==> config.mk <==
export PLATFORM = sky130hd
export DESIGN_NAME = keypad_entry_ctrl_flat
export DESIGN_NICKNAME = d
export VERILOG_FILES = /design/src/rtl/keypad_entry_ctrl_if.sv /design/src/rtl/keypad_entry_ctrl.sv /design/src/flat_wrapper.sv
export SDC_FILE = /design/constraint.sdc
export NUM_CORES = 1
export LEC_CHECK = 0
export CORE_UTILIZATION = 57
export CTS_CLUSTER_DIAMETER = 100
export CTS_CLUSTER_SIZE = 12
export DETAILED_ROUTE_END_ITERATION = 7
export PLACE_DENSITY = 0.8
export SYNTH_ARGS = -nofsm -noshare
export SYNTH_HDL_FRONTEND = slang
export SYNTH_SLANG_ARGS = --single-unit
==> constraint.sdc <==
create_clock -name clk -period 2.5 [get_ports clk]
set_input_delay 0.25 -clock clk [delete_from_list [all_inputs] [get_ports clk]]
set_output_delay 0.25 -clock clk [all_outputs]
set_load 0.02 [all_outputs]
==> src/rtl/keypad_entry_ctrl_if.sv <==
// Keypad entry controller bundle: scanner key stream in, committed entry and
// multiplexed display drive out. The scanner/host side uses master, the
// controller uses slave.
interface keypad_entry_ctrl_if;
  logic        key_valid_in;
  logic [3:0]  key_code_in;
  logic [15:0] entry_value;
  logic [2:0]  entry_len;
  logic        entry_valid;
  logic        overflow;
  logic [3:0]  digit_en;
  logic [3:0]  digit_code;
  logic        digit_blank;

  modport master (
    output key_valid_in,
    output key_code_in,
    input  entry_value,
    input  entry_len,
    input  entry_valid,
    input  overflow,
    input  digit_en,
    input  digit_code,
    input  digit_blank
  );

  modport slave (
    input  key_valid_in,
    input  key_code_in,
    output entry_value,
    output entry_len,
    output entry_valid,
    output overflow,
    output digit_en,
    output digit_code,
    output digit_blank
  );
endinterface

==> src/rtl/keypad_entry_ctrl.sv <==
// Keypad entry controller: debounces the scanner stream into one event per
// press, edits a 4-digit BCD buffer (digits, backspace, clear, commit) and
// scans the in-progress buffer onto a 4-digit multiplexed display.
module keypad_entry_ctrl #(
  parameter int DEBOUNCE_CYCLES = 16,
  parameter int REFRESH_CYCLES  = 1000
) (
  input logic                clk,
  input logic                rst_n,
  keypad_entry_ctrl_if.slave bus
);

  localparam int CNT_W = $clog2(DEBOUNCE_CYCLES + 1);
  localparam int REF_W = (REFRESH_CYCLES > 1) ? $clog2(REFRESH_CYCLES) : 1;
  localparam logic [CNT_W-1:0] CNT_ONE  = CNT_W'(1);
  localparam logic [CNT_W-1:0] CNT_LAST = CNT_W'(DEBOUNCE_CYCLES - 1);
  localparam logic [REF_W-1:0] REF_LAST = REF_W'(REFRESH_CYCLES - 1);

  localparam logic [3:0] KEY_CLEAR  = 4'hA;
  localparam logic [3:0] KEY_BACK   = 4'hE;
  localparam logic [3:0] KEY_COMMIT = 4'hF;
  localparam logic [3:0] KEY_MAXDIG = 4'h9;
  localparam logic [2:0] BUF_FULL   = 3'd4;

  typedef enum logic [1:0] {
    IDLE,
    DEBOUNCE,
    PRESSED,
    RELEASE
  } state_t;

  state_t           state;
  logic [CNT_W-1:0] cnt;
  logic [3:0]       latched_code;
  logic             fire;

  logic [15:0]      buffer;
  logic [2:0]       buf_len;
  logic [15:0]      entry_value_q;
  logic [2:0]       entry_len_q;
  logic             entry_valid_q;
  logic             overflow_q;

  logic [REF_W-1:0] refresh_cnt;
  logic [1:0]       digit_idx;
  logic [1:0]       next_idx;
  logic [3:0]       digit_en_q;

  // The accepting edge is the one where a stable press completes its count;
  // the action has to happen on that same edge, so this is decoded from the
  // current state and inputs rather than registered.
  assign fire = (state == DEBOUNCE) && bus.key_valid_in &&
                (bus.key_code_in == latched_code) && (cnt == CNT_LAST);

  // Debounce FSM: one event per physical press, release also debounced
  always_ff @(posedge clk or negedge rst_n) begin
    if (!rst_n) begin
      state        <= IDLE;
      cnt          <= '0;
      latched_code <= '0;
    end else begin
      case (state)
        IDLE: begin
          if (bus.key_valid_in) begin
            state        <= DEBOUNCE;
            latched_code <= bus.key_code_in;
            cnt          <= CNT_ONE;
          end
        end
        DEBOUNCE: begin
          if (!bus.key_valid_in) begin
            state <= IDLE;
            cnt   <= '0;
          end else if (bus.key_code_in != latched_code) begin
            latched_code <= bus.key_code_in;
            cnt          <= CNT_ONE;
          end else begin
            cnt <= cnt + CNT_ONE;
            if (cnt == CNT_LAST) begin
              state <= PRESSED;
            end
          end
        end
        PRESSED: begin
          if (!bus.key_valid_in) begin
            state <= RELEASE;
            cnt   <= CNT_ONE;
          end
        end
        RELEASE: begin
          if (bus.key_valid_in) begin
            state <= PRESSED;
          end else begin
            cnt <= cnt + CNT_ONE;
            if (cnt == CNT_LAST) begin
              state <= IDLE;
            end
          end
        end
        default: begin
          state <= IDLE;
          cnt   <= '0;
        end
      endcase
    end
  end

  // Entry buffer editing and commit, driven by accepted key events
  always_ff @(posedge clk or negedge rst_n) begin
    if (!rst_n) begin
      buffer        <= '0;
      buf_len       <= '0;
      entry_value_q <= '0;
      entry_len_q   <= '0;
      entry_valid_q <= 1'b0;
      overflow_q    <= 1'b0;
    end else begin
      entry_valid_q <= 1'b0;
      if (fire) begin
        if (latched_code <= KEY_MAXDIG) begin
          if (buf_len < BUF_FULL) begin
            buffer  <= {buffer[11:0], latched_code};
            buf_len <= buf_len + 3'd1;
          end else begin
            overflow_q <= 1'b1;
          end
        end else if (latched_code == KEY_BACK) begin
          if (buf_len != 3'd0) begin
            buffer  <= {4'h0, buffer[15:4]};
            buf_len <= buf_len - 3'd1;
          end
        end else if (latched_code == KEY_CLEAR) begin
          buffer     <= '0;
          buf_len    <= '0;
          overflow_q <= 1'b0;
        end else if (latched_code == KEY_COMMIT) begin
          entry_value_q <= buffer;
          entry_len_q   <= buf_len;
          entry_valid_q <= 1'b1;
          buffer        <= '0;
          buf_len       <= '0;
          overflow_q    <= 1'b0;
        end
      end
    end
  end

  assign next_idx = digit_idx + 2'd1;

  // Display scan: hold each digit for REFRESH_CYCLES clocks, then move on
  always_ff @(posedge clk or negedge rst_n) begin
    if (!rst_n) begin
      refresh_cnt <= '0;
      digit_idx   <= '0;
      digit_en_q  <= 4'b1110;
    end else begin
      if (refresh_cnt == REF_LAST) begin
        refresh_cnt <= '0;
        digit_idx   <= next_idx;
        digit_en_q  <= ~(4'b0001 << next_idx);
      end else begin
        refresh_cnt <= refresh_cnt + REF_W'(1);
      end
    end
  end

  assign bus.entry_value = entry_value_q;
  assign bus.entry_len   = entry_len_q;
  assign bus.entry_valid = entry_valid_q;
  assign bus.overflow    = overflow_q;
  assign bus.digit_en    = digit_en_q;
  assign bus.digit_code  = buffer[{digit_idx, 2'b00} +: 4];
  assign bus.digit_blank = ({1'b0, digit_idx} >= buf_len);

endmodule

==> src/flat_wrapper.sv <==
// flat-port wrapper written by rule: the top's interface ports become plain ports
module keypad_entry_ctrl_flat 
#(
  parameter int DEBOUNCE_CYCLES = 16,
  parameter int REFRESH_CYCLES  = 1000
)
  (clk, rst_n, bus_key_valid_in, bus_key_code_in, bus_entry_value, bus_entry_len, bus_entry_valid, bus_overflow, bus_digit_en, bus_digit_code, bus_digit_blank);
  keypad_entry_ctrl_if bus_i ();
  input logic clk;
  input logic rst_n;
  input wire logic [$bits(bus_i.key_valid_in)-1:0] bus_key_valid_in;
  input wire logic [$bits(bus_i.key_code_in)-1:0] bus_key_code_in;
  output wire logic [$bits(bus_i.entry_value)-1:0] bus_entry_value;
  output wire logic [$bits(bus_i.entry_len)-1:0] bus_entry_len;
  output wire logic [$bits(bus_i.entry_valid)-1:0] bus_entry_valid;
  output wire logic [$bits(bus_i.overflow)-1:0] bus_overflow;
  output wire logic [$bits(bus_i.digit_en)-1:0] bus_digit_en;
  output wire logic [$bits(bus_i.digit_code)-1:0] bus_digit_code;
  output wire logic [$bits(bus_i.digit_blank)-1:0] bus_digit_blank;
  assign bus_i.key_valid_in = bus_key_valid_in;
  assign bus_i.key_code_in = bus_key_code_in;
  assign bus_entry_value = bus_i.entry_value;
  assign bus_entry_len = bus_i.entry_len;
  assign bus_entry_valid = bus_i.entry_valid;
  assign bus_overflow = bus_i.overflow;
  assign bus_digit_en = bus_i.digit_en;
  assign bus_digit_code = bus_i.digit_code;
  assign bus_digit_blank = bus_i.digit_blank;
  keypad_entry_ctrl #(.DEBOUNCE_CYCLES(DEBOUNCE_CYCLES), .REFRESH_CYCLES(REFRESH_CYCLES)) u_core (.clk(clk), .rst_n(rst_n), .bus(bus_i));
endmodule
==> results_dict.tcl, run 1 <==
set metrics [dict create \
    design_area_sq_um 4270 \
    via_count 2523 \
    p_per_area_nw_per_um2 577 \
    grt-ovfl-total 0 \
    synth_area_leaders "dfrtp_1 (45%), mux2_4 (5.9%), mux2_2 (5.7%)" \
    utilization_pct 71.3 \
    cts_buffers 9 \
    syn_nets 334 \
    rsz0062_at_grt "no" \
    dieArea_sq_um 6610 \
    ys.flop_type "dfrtp_1" \
    clock_skew_ps 13.2 \
    yosysMostFrequentCell "dfrtp_1" \
    clock.fmax_mhz 436 \
    io_buffers 36 \
    boundaryPins 37 \
    finalCritPeriodShare_pct 91.8 \
    finalMaxSlewViolations 0 \
    tightest_slew_ps 828 \
    worst_ep_required_time_ps 2730 \
    cp_max_fo 19 \
    cts-root-buf "clkbuf_8" \
    nFillCells 423 \
    final_nets 371 \
    synth_cells 314 \
    rows 28 \
    h-tree-depth 3 \
    path_common_cell "ha_1" \
    clock_sinks 67 \
    area_growth_pct 19.2 \
    cts-hold-fix-buffers 0 \
    synth_top_area_share_pct 44.7 \
    fp.dieH_um 81.3 \
    clock_latency_ps 350 \
    power.leakage_uw 0.00193 \
    dpl.hpwl_um 4470 \
    min_period_ps 2300 \
    drt-initial-drc-count 221 \
    synth_edf_count 0 \
    cts_setup_buffers 0 \
    slew_headroom_pct 44.8 \
    path_clk_slew_ps 70 \
    critPathSlowestCell "or3_1" \
    routed_via_density 5.85 \
    cts_tree "built" \
    post_dp_cell_area_sq_um 4000 \
    ir_drop_mv 0.537 \
    diodes 0 \
    grt_usage_pct 23.0 \
    worst_setup_path_end_kind "flip-flop" \
    holdCritPathClass "input pin to asynchronous set/reset pin" \
    grt_pass1_vias 2420 \
    finalSetupViolCount 0 \
    place.gp.congestion 0.830 \
    drt-wirelength-per-cell_um 15.7 \
    path_class "flip-flop to flip-flop" \
    cp-start-kind "flip-flop" \
    slowest_delay_ps 420 \
    antenna_found_initial 0 \
    cp_cell_sequence "ha_1 > and3_1 > ha_1 > nand4b_1 > or3_1 > buf_4 > mux2_4" \
    hold_slack_ps 86.7 \
    ys_async_sr_fraction_pct 100 \
    ctsResizeCount 0 \
    synth_area_leader_cell "dfrtp_1" \
    grt_pass1_wl_um 11400 \
    initial_utilization_pct 59.9 \
    yosysUniqueCellTypes 56 \
    cp.arrival_ps 2530 \
    syn_area_sq_um 3590 \
    drc 0 \
    cap_violations 0 \
    synth_seq_cells 67 \
    core_sq_um 5990 \
    yosysSeqAreaShare_pct 46.9 \
    setup_tns_ps 0 \
    drive_above_1_share_pct 20.2 \
    netlist_top_cells_count "dfrtp_1 (64), nand2_1 (37), mux2_2 (18), o21ai_0 (17), nor2_1 (15)" \
    clock_path_buffers 2 \
    status "complete, no violations" \
    hold_viol 0 \
    grt_max_degree 68 \
    die_w_um 81.3 \
    avgSynthCellArea_sq_um 11.4 \
    drtPass1Iterations 5 \
    yosysWarningCount 0 \
    drt-total-wl_um 6790 \
    postRouteAntennaNets 0 \
]
-- where the power goes --
group | leakage, uW | switching [uW] | internal (uW)
Clock | 0.000133 | 416 | 792
Sequential | 0.000867 | 26.0 | 1090
Combinational | 0.000928 | 82.5 | 56.3
-- cell type report --
| cell class | instances | area, sq um | area share [%] |
|---|---|---|---|
| sequential | 67 | 1680 | 39.3 |
| multi-input combinational | 216 | 1750 | 41.0 |
| clock buffer | 10 | 138 | 3.22 |
| tap | 75 | 93.8 | 2.20 |
| timing repair buffer | 43 | 420 | 9.84 |
| clock inverter | 6 | 136 | 3.19 |
| inverter | 14 | 52.6 | 1.23 |
-- metal layers --
metal,track usage [%],share of wire [%]
met1,29.8,45
met2,36.6,49
met3,4.49,3.7
met4,11.4,2.0
met5,0,0
-- cells by family (layout without fill, tap and decap cells) --
group	count (synthesis)	in the layout	synth area share (%)
AND/OR/NAND/NOR	98	98	14.8
flip-flops	67	67	46.9
AO/OA/AOI/OAI	52	52	9.42
multiplexers	41	41	15.4
buffers and inverters	31	73	4.29
adder cells (fa/ha/maj)	13	13	4.54
XOR/XNOR	12	12	4.71
-- through the flow --
step           instances  total power, uW  worst slack (ps)
6_report             431             2470               205
5_1_grt              431             2550              42.6
4_1_cts              431             2490               193
3_5_place_dp         415             1280               157
3_3_place_gp         415             1270               251
2_1_floorplan        314             1220               191
-- final timing paths --
check / cells after the start / startpoint / end / slack [ps]
setup reg to reg: 7 / u_core.cnt[0] / u_core.bus.entry_value[4] / 200
hold reg to reg: 1 / u_core.refresh_cnt[0] / u_core.refresh_cnt[0] / 480
max in group asynchronous: 2 / rst_n / asynchronous set/reset pin / 1870
setup / recovery: 7 / u_core.cnt[0] / u_core.bus.entry_value[4] / 200
hold / removal: 2 / rst_n / u_core.latched_code[3] / 90
min in group clk: 1 / u_core.refresh_cnt[0] / u_core.refresh_cnt[0] / 480
-- placed cells by master (no fill, tap or decap), types with 3 or more instances in the layout --
cell type / netlist / layout
and2_1: 3 / 3
nand4b_1: 3 / 3
inv_1: 14 / 14
bufinv_16: 0 / 4
buf_4: 1 / 6
a31oi_1: 8 / 8
and3_1: 3 / 3
dfstp_2: 3 / 3
nand2_1: 37 / 37
mux2i_1: 5 / 5
a21oi_1: 6 / 6
nand4_1: 4 / 4
clkdlybuf4s50_1: 0 / 35
nand2b_1: 3 / 3
mux2_2: 18 / 18
xnor2_4: 3 / 3
nor3_1: 5 / 5
mux2_4: 14 / 14
dfrtp_1: 64 / 64
o21ai_0: 17 / 17
nor2b_1: 5 / 5
xnor2_1: 5 / 5
o31ai_1: 3 / 3
ha_1: 13 / 13
clkbuf_8: 0 / 10
nand3_1: 5 / 5
a22o_1: 6 / 6
nor2_1: 15 / 15
mux4_2: 4 / 4
xor2_1: 3 / 3
-- critical path, delay by kind of cell, from the launching register on --
kind	cells	cell delay, ps
fa+ha+maj	2	380
buf+inv	1	250
flops	1	390
mux	1	320
simple gates	3	840
-- registers in the layout, indices dropped and copies added, names as in the netlist, named ones only --
| name | count |
|---|---|
| u_core.buffer | 16 |
| u_core.bus.entry_value | 16 |
| u_core.refresh_cnt | 10 |
| u_core.cnt | 5 |
| u_core.bus.digit_en | 4 |
| u_core.latched_code | 4 |
| u_core.buf_len | 3 |
| u_core.bus.entry_len | 3 |
| u_core.digit_idx | 2 |
| u_core.bus.entry_valid | 1 |
| u_core.bus.overflow | 1 |
| u_core.state | 1 |
No activity file was read; power rests on OpenSTA's default activity.
==> run 2: changes to the inputs <==
CAP_MARGIN = 10   (was default)
CORE_UTILIZATION = 51   (was 57)
PLACE_DENSITY = 0.76   (was 0.8)
clock period = 2 ns   (was 2.5 ns; I/O delays follow)
==> results_dict.tcl, run 2 (same netlist as run 1, synthesis figures left out) <==
set metrics [dict create \
    status "complete, but fails checks" \
    violations "negative setup slack" \
    ir_drop_mv 0.384 \
    p_comb_share_pct 7.9 \
    seqPwrFrac_pct 49.5 \
    initial_utilization_pct 52.8 \
    nFillCells 489 \
    path_buf_inv 2 \
    finalSetupViolCount 38 \
    clock.fmax_mhz 451 \
    cp-start-kind "flip-flop" \
    stdcell_count 481 \
    postRouteAntennaNets 0 \
    critPathTopFamily "simple AND/OR/NAND/NOR gates" \
    boundaryPins 37 \
    cts_tree "built" \
    dpl.hpwl_um 4880 \
    grt_max_degree 68 \
    diodes 0 \
    cp_cell_sequence "ha_2 > and3_4 > ha_4 > nand4b_1 > buf_4 > or3_4 > buf_12 > mux2_4" \
    rows 30 \
    final_common_cell "dfrtp_1" \
    clock_sinks 67 \
    drive_above_1_share_pct 28.3 \
    drtPass1Iterations 4 \
    drt-initial-drc-count 111 \
    multi_input_area_sq_um 1820 \
    clock_latency_ps 350 \
    power.internal_uw 2110 \
    final_nets 400 \
    finalCritPeriodShare_pct 111 \
    path_class "flip-flop to flip-flop" \
    p_per_area_nw_per_um2 613 \
    switching_share_pct 24.5 \
    power.total_uw 2790 \
    drc 0 \
    core_sq_um 6790 \
    grt-ovfl-total 0 \
    io_buffers 36 \
    antenna_found_initial 0 \
    routed_via_density 5.45 \
    area_growth_pct 26.8 \
    holdCritPathClass "input pin to asynchronous set/reset pin" \
    via_count 2623 \
    finalMaxSlewViolations 0 \
    hold_viol 0 \
    drt-wirelength-per-cell_um 15.0 \
    min_period_ps 2220 \
    r2r_setup_slack_ps -220 \
    place.gp.congestion 0.839 \
    regArea_sq_um 1680 \
    setup_slack_ps -219 \
    p_switching_uw 682 \
    cp_max_fo 13 \
    clkPwrFrac_pct 42.6 \
    fp.dieH_um 85.9 \
    clock_path_buffers 2 \
    slowest_delay_ps 370 \
    hold_slack_ps 394 \
    final_cell_mix "dfrtp_1 (63), nand2_1 (37), clkdlybuf4s50_1 (30), buf_4 (29), mux2_4 (21)" \
    drt-total-wl_um 7240 \
    h-tree-depth 3 \
    tightest_slew_ps 388 \
    grt_pass1_wl_um 12100 \
    cp.arrival_ps 2450 \
    critPathSlowestCell "dfrtp_1" \
    worst_setup_path_end_kind "flip-flop" \
    cap_violations 0 \
    clock_skew_ps 10.7 \
    dp_slack_ps -194 \
    placedCellCount 454 \
    power.leakage_uw 0.00209 \
    die_w_um 85.9 \
    slew_headroom_pct 74.0 \
    cts-root-buf "clkbuf_8" \
    grt_pass1_vias 2548 \
    worst_ep_required_time_ps 2230 \
    path_clk_slew_ps 80 \
    rsz0062_at_grt "yes" \
    dieArea_sq_um 7370 \
    grt_usage_pct 21.2 \
    cts_buffers 9 \
    setup_tns_ps -6120 \
]
run 2: cell types whose count changed in the layout (fill, tap and decap cells not counted), moves of 2 or more:
cell / previous run / this run
mux2_2: 18 / 11
bufinv_16: 4 / 1
buf_6: 0 / 4
dlygate4sd2_1: 0 / 4
clkdlybuf4s50_1: 35 / 30
buf_4: 6 / 29
ha_1: 13 / 11
mux2_4: 14 / 21
run 2: repair_timing:
item | in CTS | in global routing
hold buffers | 1 | 0
pin swaps | 2 | 4
gates resized for setup | 13 | 15
endpoints found under the hold margin | 64 | 0
endpoints found under the setup margin | 40 | 41
cloned | 0 | 1
buffers inserted | 6 | 4
run 2: cell type report:
type,instances,area share (%)
multi-input combinational,216,40.1
sequential,67,37.0
timing repair buffer,72,14.5
clock buffer,11,3.33
tap,96,2.64
clock inverter,5,1.32
inverter,14,1.16
run 2: per-layer routing:
metal | global-route usage [%] | wire length, um | vias up | part of all wire, %
met5 | 0 | 0 | - | 0
met4 | 8.48 | 125 | 0 | 1.7
met3 | 5.00 | 285 | 10 | 3.9
met2 | 33.4 | 3540 | 65 | 49
met1 | 28.4 | 3280 | 1300 | 45
li1 | - | - | 1248 | -
run 2: final timing paths:
path / start / endpoint / depth (start not counted)
max in group asynchronous: rst_n / u_core.bus.digit_en[1] / 3
worst min register to register: u_core.refresh_cnt[0] / u_core.refresh_cnt[0] / 1
worst max register to register: u_core.cnt[0] / u_core.bus.entry_value[3] / 8
min in group clk: u_core.refresh_cnt[0] / u_core.refresh_cnt[0] / 1
worst max-delay path: u_core.cnt[0] / u_core.bus.entry_value[3] / 8
worst min-delay path: rst_n / u_core.bus.entry_value[6] / 3
run 2: power groups by stage:
stage                     clock network [uW]  logic (uW)  registers, uW
after CTS                               1210         220           1380
after global routing                    1270         246           1380
after detailed placement                   0         217           1410
after floorplan                            0         128           1400
after global placement                     0         212           1410
final                                   1190         221           1380
run 2: through the flow:
| stage | area (sq um) | util [%] |
|---|---|---|
| floorplan | 3610 | - |
| global placement | 4190 | 61.7 |
| detailed placement | 4190 | 61.7 |
| CTS | 4480 | 65.9 |
| global route | 4550 | 66.9 |
| finish | 4550 | 66.9 |
run 2: worst min-delay path, cell delays in order:
cell and delay (ps):
dlygate4sd3_1 520, buf_2 120, buf_12 300
